[config.mk]
export PLATFORM = sky130hd
export DESIGN_NAME = multi_channel_clock_divider
export DESIGN_NICKNAME = d
export VERILOG_FILES = /design/src/rtl/multi_channel_clock_divider.sv
export SDC_FILE = /design/constraint.sdc
export NUM_CORES = 1
export LEC_CHECK = 0
export BUFFER_PORTS_ARGS = -buffer_cell sky130_fd_sc_hd__buf_2
export CAP_MARGIN = 20
export CORE_MARGIN = 2
export CORE_UTILIZATION = 47
export DETAILED_ROUTE_END_ITERATION = 8
export GPL_TIMING_DRIVEN = 0
export PLACE_DENSITY_LB_ADDON = 0.15
export SYNTH_ARGS = -nofsm -noshare
export SYNTH_HDL_FRONTEND = slang
export SYNTH_SLANG_ARGS = --single-unit
[constraint.sdc]
create_clock -name CLK -period 3.5 [get_ports CLK]
set_input_delay 0 -clock CLK [delete_from_list [all_inputs] [get_ports CLK]]
set_output_delay 0 -clock CLK [all_outputs]
set_load 0.1 [all_outputs]
[src/rtl/multi_channel_clock_divider.sv]
// Programmable multi-channel integer clock divider.
// Each channel produces a registered divided clock and a period-start tick; divisor changes land only on period boundaries.
module multi_channel_clock_divider #(
    parameter int unsigned WIDTH       = 8,
    parameter int unsigned CHANNELS    = 4,
    parameter int unsigned DEFAULT_DIV = 2
) (
    input  logic                      CLK,
    input  logic                      RESET,
    input  logic                      EN,
    input  logic [CHANNELS-1:0]       LOAD,
    input  logic [CHANNELS*WIDTH-1:0] DIV_IN,
    output logic [CHANNELS-1:0]       CLK_OUT,
    output logic [CHANNELS-1:0]       TICK,
    output logic                      BUSY
);

    localparam int unsigned HW = WIDTH + 1;

    logic [CHANNELS-1:0] w_pend_v_nxt;
    logic                r_busy;

    for (genvar k = 0; k < CHANNELS; k++) begin : g_ch
        logic [WIDTH-1:0] r_cnt;
        logic [WIDTH-1:0] r_active;
        logic [WIDTH-1:0] r_pending;
        logic             r_pend_v;
        logic             r_clk_out;
        logic             r_tick;

        logic [WIDTH-1:0] w_div;
        logic [WIDTH-1:0] w_nxt_div;
        logic [WIDTH-1:0] w_cnt_nxt;
        logic [WIDTH-1:0] w_active_nxt;
        logic [WIDTH-1:0] w_pending_nxt;
        logic [HW-1:0]    w_half;
        logic             w_boundary;
        logic             w_pend_v;
        logic             w_clk_nxt;
        logic             w_tick_nxt;

        // Next-state for one channel; the half-period is computed one bit wider so D=2^WIDTH-1 cannot overflow.
        always_comb begin
            w_div         = DIV_IN[k*WIDTH +: WIDTH];
            w_half        = HW'((HW'(r_active) + HW'(1)) >> 1);
            w_boundary    = (r_active <= WIDTH'(1)) || (r_cnt == r_active - WIDTH'(1));
            w_nxt_div     = LOAD[k] ? w_div : r_pending;
            w_cnt_nxt     = r_cnt;
            w_active_nxt  = r_active;
            w_pending_nxt = r_pending;
            w_pend_v      = r_pend_v;
            w_clk_nxt     = r_clk_out;
            w_tick_nxt    = r_tick;
            if (EN) begin
                w_clk_nxt  = (r_active != '0) && (HW'(r_cnt) < w_half);
                w_tick_nxt = (r_active != '0) && (r_cnt == '0);
                w_cnt_nxt  = w_boundary ? '0 : r_cnt + WIDTH'(1);
                if (w_boundary && (LOAD[k] || r_pend_v)) begin
                    w_active_nxt = w_nxt_div;
                    w_pend_v     = 1'b0;
                end else if (LOAD[k]) begin
                    w_pending_nxt = w_div;
                    w_pend_v      = 1'b1;
                end
            end else if (LOAD[k]) begin
                w_pending_nxt = w_div;
                w_pend_v      = 1'b1;
            end
        end

        always_ff @(posedge CLK or posedge RESET) begin
            if (RESET) begin
                r_cnt     <= '0;
                r_active  <= WIDTH'(DEFAULT_DIV);
                r_pending <= '0;
                r_pend_v  <= 1'b0;
                r_clk_out <= 1'b0;
                r_tick    <= 1'b0;
            end else begin
                r_cnt     <= w_cnt_nxt;
                r_active  <= w_active_nxt;
                r_pending <= w_pending_nxt;
                r_pend_v  <= w_pend_v;
                r_clk_out <= w_clk_nxt;
                r_tick    <= w_tick_nxt;
            end
        end

        assign w_pend_v_nxt[k] = w_pend_v;
        assign CLK_OUT[k]      = r_clk_out;
        assign TICK[k]         = r_tick;
    end

    // BUSY tracks the post-edge pending state of all channels.
    always_ff @(posedge CLK or posedge RESET) begin
        if (RESET) begin
            r_busy <= 1'b0;
        end else begin
            r_busy <= |w_pend_v_nxt;
        end
    end

    assign BUSY = r_busy;

endmodule

== After elaboration in Yosys (flattened, before gate mapping) ==
Index checks and enable logic that the tools add are counted.

* Flip-flop bits (word level): 109
* Bits of input ports: 39
* Output and inout bits: 9

* Add/sub/neg operators: 12
* Magnitude comparators: 8
* Eq/ne operators: 8
* Mux-type cells: 28
* Reduce and logical (&&, ||, !) cells: 33

{| class="wikitable"
|+ Operators with widths
! operator !! number
|-
| $mux W8 || 16
|-
| $add A8 B1 Y9 const B || 4
|-
| $add A8 B1 Y8 const B || 4
|-
| $eq A8 B8 Y1 || 4
|-
| $le A8 B1 Y1 const B || 4
|-
| $logic_not A8 Y1 || 4
|-
| $lt A8 B8 Y1 || 4
|-
| $reduce_bool A8 Y1 || 4
|-
| $sub A8 B1 Y8 const B || 4
|-
| $logic_and A1 B1 Y1 || 12
|-
| $mux W1 || 12
|-
| $logic_or A1 B1 Y1 || 8
|-
| $ne A2 B2 Y1 const B || 4
|-
| $reduce_and A2 Y1 || 4
|-
| $reduce_or A4 Y1 || 1
|}

== Longest topological paths before layout ==
Gate-level depths: netlist (run 1).

* Word-level depth: 7
* Mapped depth: 12

== Worst setup path before layout (run 1) ==
OpenSTA, ideal clock, no wires.

* Kind: reg2reg
* From: reg g_ch[2].r_active[1]
* To: reg g_ch[2].r_pending[0]
* Arrival time: 2835 ps
* Slack: 541 ps
* Cell stages (with the launch flop): 11
* Clock period less this slack: 2959 ps
* Path through: dfstp_2 -> clkbuf_1 -> inv_1 -> ha_1 -> clkbuf_1 -> xnor2_1 -> a22o_1 -> o31ai_2 -> nand2_1 -> nand2_1 -> mux2_2

* Word-level cells in the longest chain between the ends: 5
* Elaborated cells between the ends (all ways): 6

{| class="wikitable"
|+ RTL lines
! what !! RTL line !! RTL
|-
| start, declared || 25 || <nowiki>logic [WIDTH-1:0] r_active;</nowiki>
|-
| start signal, assigned || 74 || <nowiki>r_active <= WIDTH'(DEFAULT_DIV);</nowiki>
|-
| start signal, assigned || 81 || <nowiki>r_active <= w_active_nxt;</nowiki>
|-
| $sub A8 B1 Y8 || 46 || <nowiki>w_boundary = (r_active <= WIDTH'(1)) || (r_cnt == r_active - WIDTH'(1));</nowiki>
|-
| $eq A8 B8 Y1 || 46 ||
|-
| $logic_or A1 B1 Y1 (*) || 46 ||
|-
| $logic_and A1 B1 Y1 (*) || 58 || <nowiki>if (w_boundary && (LOAD[k] || r_pend_v)) begin</nowiki>
|-
| $ne A2 B2 Y1 (no source line) (*) || n/a ||
|-
| end signal, assigned || 82 || <nowiki>r_pending <= w_pending_nxt;</nowiki>
|-
| end, declared || 26 || <nowiki>logic [WIDTH-1:0] r_pending;</nowiki>
|}

Every way passes the cells marked *; elsewhere a longest branch is shown, timed or not.
A chain may end at the register's enable or synchronous reset.

== Final worst setup path (run 1) ==
* From: reg g_ch[2].r_active[1]
* To: reg g_ch[2].r_pending[5]

Same word-level chain as after synthesis.

==> impl_results.md, run 1 <==
- Via count: approximately 5,700
- Drt total wl: 15.7 mm
- Final Wtd Congestion: 0.861
- Post-synth ARST share: 1.00
- First-pass GRT wire length: between 20 and 30 mm
- Post-synthesis mux area share: 0.111
- Layout cells sized above 1: 0.180
- Synthesis-to-finish area growth: 16.1%
- Gr usage total: 0.200
- Startpoint types: register
- Max Cap Viol: 0
- Largest family of logic cells by synthesized area: simple AND/OR/NAND/NOR gates
- Residual DRC: 0
- Slew Limit Fails: 0
- CP Capture Type: register
- Worst-path clk slew: roughly 80 ps
- Fin Setup TNS: 0 ps
- Pwr Density: 781 mW/mm2
- Mapped Area: 0.00720 mm2
- Worst min-delay path class: input port to register
- Status: finished clean
- Fraction of the mapped netlist area in adder cells: 0.0903
- Final net count: 914
- RSZ-0062 raised after global routing: false
- Synth Area in XOR/XNOR: 0.0924
- Die area: 0.0163 mm2
- Measured slew at the worst slew-check pin: 685 ps
- Final HPWL from detailed placement: ~11 mm
- Starting Density: 0.477
- Net count after synthesis: 824
- Ys flop type: dfrtp_1
- Num CTS Buffers: 9
- Number of DRC markers in iteration 0: 355
- Final cell count without fillers: 1,016
- Port bufs: 44
- Crit path DAT: 3490 ps
- Yosys cell types: slightly above 60
- Most frequent cells in the layout: dfrtp_1, ha_1, mux2_2, nor2_1, buf_2
- Final Setup Violations: 0
- Max Clk Rate: 308 MHz
- Worst ir drop on vdd: ~0.36 mV
- Dominant cell type by area after synthesis: dfrtp_1
- Sequential share of the synthesized area: 0.379
- Headroom to the max-slew limit: 0.543
- Area of the multi-input gates: 0.00411 mm2
- Post-synth EDFFs: 0
- Vias per Instance: 5.61
- Filler cells: 1,352
- Top-area cell type share of the netlist area: 0.365
- DR WL/cell: 15.4 um
- Die Wd: 128 um
- Worst hold slack: 65.2 ps
- Largest net degree at the start of global routing: 73
- Fin util: 0.554
- Clk_lat worst skew: 360 ps
- Post-DRT Antenna Nets: 0
- Placeable Area: 0.0151 mm2
- Simple-Gate Fraction of Synth Area: 0.150
- Post-synthesis cell count: 733
- Initial antenna violation count: 0
- Clk buf depth: 2
- Setup CP Type: register to register
- Final hold violations: 0
- Final critical-path required period: 3240 ps
- Cell chosen for the clock root: clkbuf_16
- Post-synthesis compound-gate area fraction: 0.125
- CTS tree: yes
- Total area of sequential cells: 0.00273 mm2
- Height of the die: between 100 and 150 um
- Layout Skew: 9.28 ps
- Pre-antenna DRT Iters: 5
- Placed cell count: slightly below 1,000
- Syn Area/Cell: 9.83 um2
- CTS HTree Levels: 3
- Crit share post-route: 0.927
- Std-Cell Rows: 45
- #FFs+latches synth: between 100 and 150
- GR Overflow Total: 0
- Most common cell after layout, fill and taps aside: dfrtp_1
- # diodes: 0
- Synthesis Warnings: 0
- Crit-path max FO: 9
- Critical Path RT: 3750 ps
- Vias in the first global route: 5,477
- Static Leak: 3.62 nW
- CTS Sinks: 109
- Synth top area cells: dfrtp_1, ha_1, mux2_2, xnor2_1, xor2_1
- I/O pin count: between 40 and 50
flip-flops by register name (all words and copies together), names as in the netlist:
register and count:
g_ch.r_tick 4, g_ch.r_clk_out 4, g_ch.r_cnt 32, g_ch.r_pend_v 4
g_ch.r_pending 32, g_ch.r_active 32, BUSY 1
stage by stage:
stage	worst slack, ps	power, mW	cell area (um2)
floorplan	541	4.64	7200
global placement	-695	5.23	7660
detailed placement	-142	5.34	7690
CTS	35.3	6.55	8350
global route	27.6	7.04	8360
finish	256	6.53	8360
final timing paths:
kind                                                   from                               end  slack [ps]  cells after the start
setup / recovery            g_ch[2].r_active[1]$_DFFE_PP1P_  g_ch[2].r_pending[5]$_DFFE_PP0N_         260                     10
hold / removal                                           EN      g_ch[1].r_cnt[5]$_DFFE_PP0P_          70                      4
setup reg to reg            g_ch[2].r_active[1]$_DFFE_PP1P_  g_ch[2].r_pending[5]$_DFFE_PP0N_         260                     10
hold reg to reg            g_ch[1].r_pending[2]$_DFFE_PP0N_  g_ch[1].r_pending[2]$_DFFE_PP0N_         490                      1
max in group asynchronous                             RESET   g_ch[1].r_active[1]$_DFFE_PP1P_        2520                      4
min in group asynchronous                             RESET  g_ch[3].r_pending[5]$_DFFE_PP0N_         230                      3
logic make-up after synthesis:
| logic type | Yosys count |
|---|---|
| adders and majority gates | 52 |
| xor gates and xnor gates | 76 |
| buffers and inverters | 83 |
| and+or+nand+nor | 212 |
| muxes | 73 |
| AOI/OAI and AO/OA | 128 |
| DFF | 109 |
per-layer routing:
metal  GRT usage  part of all wire  up-vias
met5           0                 0        -
met1       0.276              0.49     2800
li1            -                 -     2780
met3      0.0280             0.027       21
met2       0.327              0.47       99
met4      0.0633             0.015        0
Yosys cell counts, types with 3 or more instances:
cell type	instances
dfrtp_1	105
ha_1	52
mux2_2	49
nor2_1	48
xnor2_1	39
xor2_1	37
clkbuf_1	36
nand2_1	36
nand3_1	31
inv_1	28
a21oi_1	27
nor3_1	26
o21ai_0	24
mux2i_1	16
a21o_1	14
nand4_1	14
o2bb2ai_1	10
buf_4	9
and3_1	8
mux2_1	8
a22oi_1	7
nand2b_1	7
nor4_1	7
nor2b_1	6
a211oi_1	5
nor4b_1	5
a221o_1	4
buf_2	4
dfstp_2	4
nor3b_1	4
o211ai_1	4
o22ai_1	4
or2_2	4
or3_1	4
or4_1	4
buf_1	3
o21ai_1	3
o31ai_1	3
area by class of cell:
cell class,instances,share of cell area
flip-flops and latches,109,0.327
clock inverters,7,0.0117
plain buffers,55,0.0325
inverters,28,0.0129
clock buffers,9,0.0269
multi-input cells,541,0.491
repair buffers,79,0.0700
well taps,188,0.0281
power by group:
part	leakage, nW	switching [mW]	total (mW)	internal [mW]
clock	0.152	0.501	1.13	0.632
sequential	1.31	0.444	2.12	1.68
combinational	2.16	1.83	3.28	1.45
total	3.62	2.77	6.53	3.75
repair_timing:
item                                    in CTS  in global routing
pin swaps                                    0                  0
hold buffers                                33                  0
hold endpoints to repair                    87                  0
endpoints found under the setup margin       8                 12
setup buffers                                0                  1
gates resized for setup                      1                  2
worst max-delay path, stage by stage, from the launching register on:
cell,delay (ps)
dfstp_2,540
clkbuf_1,300
inv_1,140
ha_1,340
xnor2_1,140
nor2_1,110
o2111ai_1,180
o31ai_4,510
nand2_2,240
nand2_2,260
mux2_2,370
Note: power is estimated with default switching activity, not from simulation.
==> run 2, diff against run 1 <==
Settings changed: CELL_PAD_IN_SITES_DETAIL_PLACEMENT from default to 1, CELL_PAD_IN_SITES_GLOBAL_PLACEMENT from default to 1, PLACE_DENSITY from default to 0.88, PLACE_DENSITY_LB_ADDON 0.15 to default.
==> impl_results.md, run 2 (same netlist as run 1, synthesis figures left out) <==
- Drt total wl: slightly below 20 mm
- Number of DRC markers in iteration 0: 359
- Post-DRT Antenna Nets: 0
- Worst-path clk slew: 80 ps
- Most common cell after layout, fill and taps aside: dfrtp_1
- Num CTS Buffers: 9
- I/O pin count: 48
- DR WL/cell: 19.1 um
- Static Leak: 3.62 nW
- Placeable Area: 0.0151 mm2
- Worst hold slack: 73.9 ps
- Largest net degree at the start of global routing: 67
- Final critical-path required period: 3390 ps
- Biggest regs: g_ch.r_active (32), g_ch.r_cnt (32), g_ch.r_pending (32)
- Filler cells: 1,700
- Layout cells sized above 1: 0.179
- Crit-path max FO: 8
- CTS HTree Levels: 3
- CTS Sinks: between 100 and 150
- Final Setup Violations: 0
- Crit path DAT: 3630 ps
- Die Wd: 128 um
- Final Wtd Congestion: 0.834
- Std-Cell Rows: 45
- RSZ-0062 raised after global routing: false
- Design Power: between 6 and 7 mW
- Measured slew at the worst slew-check pin: between 600 and 700 ps
- Vias in the first global route: 6,432
- Synthesis-to-finish area growth: 15.9%
- Cell chosen for the clock root: clkbuf_16
- Max Clk Rate: 295 MHz
- # diodes: 0
- Initial antenna violation count: 0
- Pre-antenna DRT Iters: 5
- Setup CP Type: register to register
- Height of the die: 128 um
- First-pass GRT wire length: approximately 32 mm
- Fin Setup TNS: 0 ps
- Most frequent cells in the layout: dfrtp_1, ha_1, mux2_2, nor2_1, buf_2
- Pwr Density: approximately 800 mW/mm2
- Starting Density: 0.477
- Gr usage total: 0.249
- Residual DRC: 0
- Clk_lat worst skew: approximately 360 ps
- Final HPWL from detailed placement: 12.8 mm
- Vias per Instance: 5.74
- Die area: 0.0163 mm2
- Worst min-delay path class: input port to register
- Clk buf depth: 2
- Final net count: 913
- Layout Skew: 6.87 ps
- CTS tree: yes
- Via count: 5,820
- Slew Limit Fails: 0
- Max Cap Viol: 0
- Final hold violations: 0
- Headroom to the max-slew limit: 0.544
- Crit share post-route: 0.968
- Status: finished clean
- GR Overflow Total: 0
- Worst ir drop on vdd: roughly 0.42 mV
- Startpoint types: register
- Critical Path RT: 3740 ps
- Port bufs: 44
- CP Capture Type: register
[run 2: cell types whose count changed in the layout (fill, tap and decap cells not counted)]
cell | before | now
clkinvlp_4 | 2 | 0
a2111oi_0 | 1 | 0
a2111oi_1 | 0 | 1
clkbuf_8 | 0 | 1
inv_6 | 2 | 0
clkbuf_1 | 36 | 35
clkinv_2 | 1 | 3
[run 2: timing repair]
action,CTS,global route
hold buffers,33,0
hold endpoints to repair,91,0
buffers inserted,0,1
pin swaps,0,0
setup endpoints to repair,8,30
gates resized for setup,2,2
[run 2: layer usage]
layer / track usage / vias to the layer above / routed length, um
met5: 0 / - / 0
met4: 0.0782 / 0 / 369
met3: 0.0438 / 30 / 553
met2: 0.449 / 82 / 9950
met1: 0.302 / 2946 / 8460
li1: - / 2762 / -
[run 2: final timing paths]
path,end,start,cells past startpoint,slack [ps]
max,g_ch[3].r_pending[5]$_DFFE_PP0N_,g_ch[3].r_active[0]$_DFFE_PP0P_,11,110
min,g_ch[1].r_cnt[5]$_DFFE_PP0P_,EN,4,70
max reg2reg,g_ch[3].r_pending[5]$_DFFE_PP0N_,g_ch[3].r_active[0]$_DFFE_PP0P_,11,110
min reg2reg,g_ch[1].r_pending[7]$_DFFE_PP0N_,g_ch[1].r_pending[7]$_DFFE_PP0N_,1,490
max in group asynchronous,g_ch[1].r_active[1]$_DFFE_PP1P_,RESET,4,2470
min in group asynchronous,g_ch[3].r_clk_out$_DFFE_PP0P_,RESET,3,260
[run 2: layout make-up]
| cell class | instances | area, um2 | area share |
|---|---|---|---|
| repair buffers | 79 | 586 | 0.0701 |
| multi-input cells | 541 | 4110 | 0.492 |
| well taps | 188 | 235 | 0.0282 |
| flip-flops and latches | 109 | 2730 | 0.327 |
| clock inverters | 5 | 75.1 | 0.00899 |
| inverters | 28 | 108 | 0.0129 |
| plain buffers | 54 | 268 | 0.0321 |
| clock buffers | 10 | 239 | 0.0286 |
[run 2: worst max-delay path, stage by stage (launching register included)]
cell and delay, ps:
dfrtp_1 380, clkbuf_1 330, inv_1 170, ha_1 340, nand2b_1 200, nand3_1 110, nand4_1 100, a2111oi_1 520
a31o_2 370, a21bo_2 160, buf_2 220, mux2_2 370
[run 2: per-stage QoR]
stage | worst slack [ps] | utilization | cell area, um2 | instances
after floorplan | 541 | - | 7200 | 733
after global placement | -753 | 0.507 | 7660 | 965
after detailed placement | -226 | 0.509 | 7690 | 966
after CTS | 46.6 | 0.553 | 8340 | 1014
after global routing | 18.3 | 0.553 | 8350 | 1014
final | 111 | 0.553 | 8350 | 1014
[run 2: power by group]
part	switching (mW)	total [mW]	leakage (nW)	internal (mW)
logic	1.94	3.40	2.16	1.45
clock network	0.483	1.12	0.158	0.640
registers	0.487	2.16	1.31	1.68
total	2.91	6.68	3.62	3.77
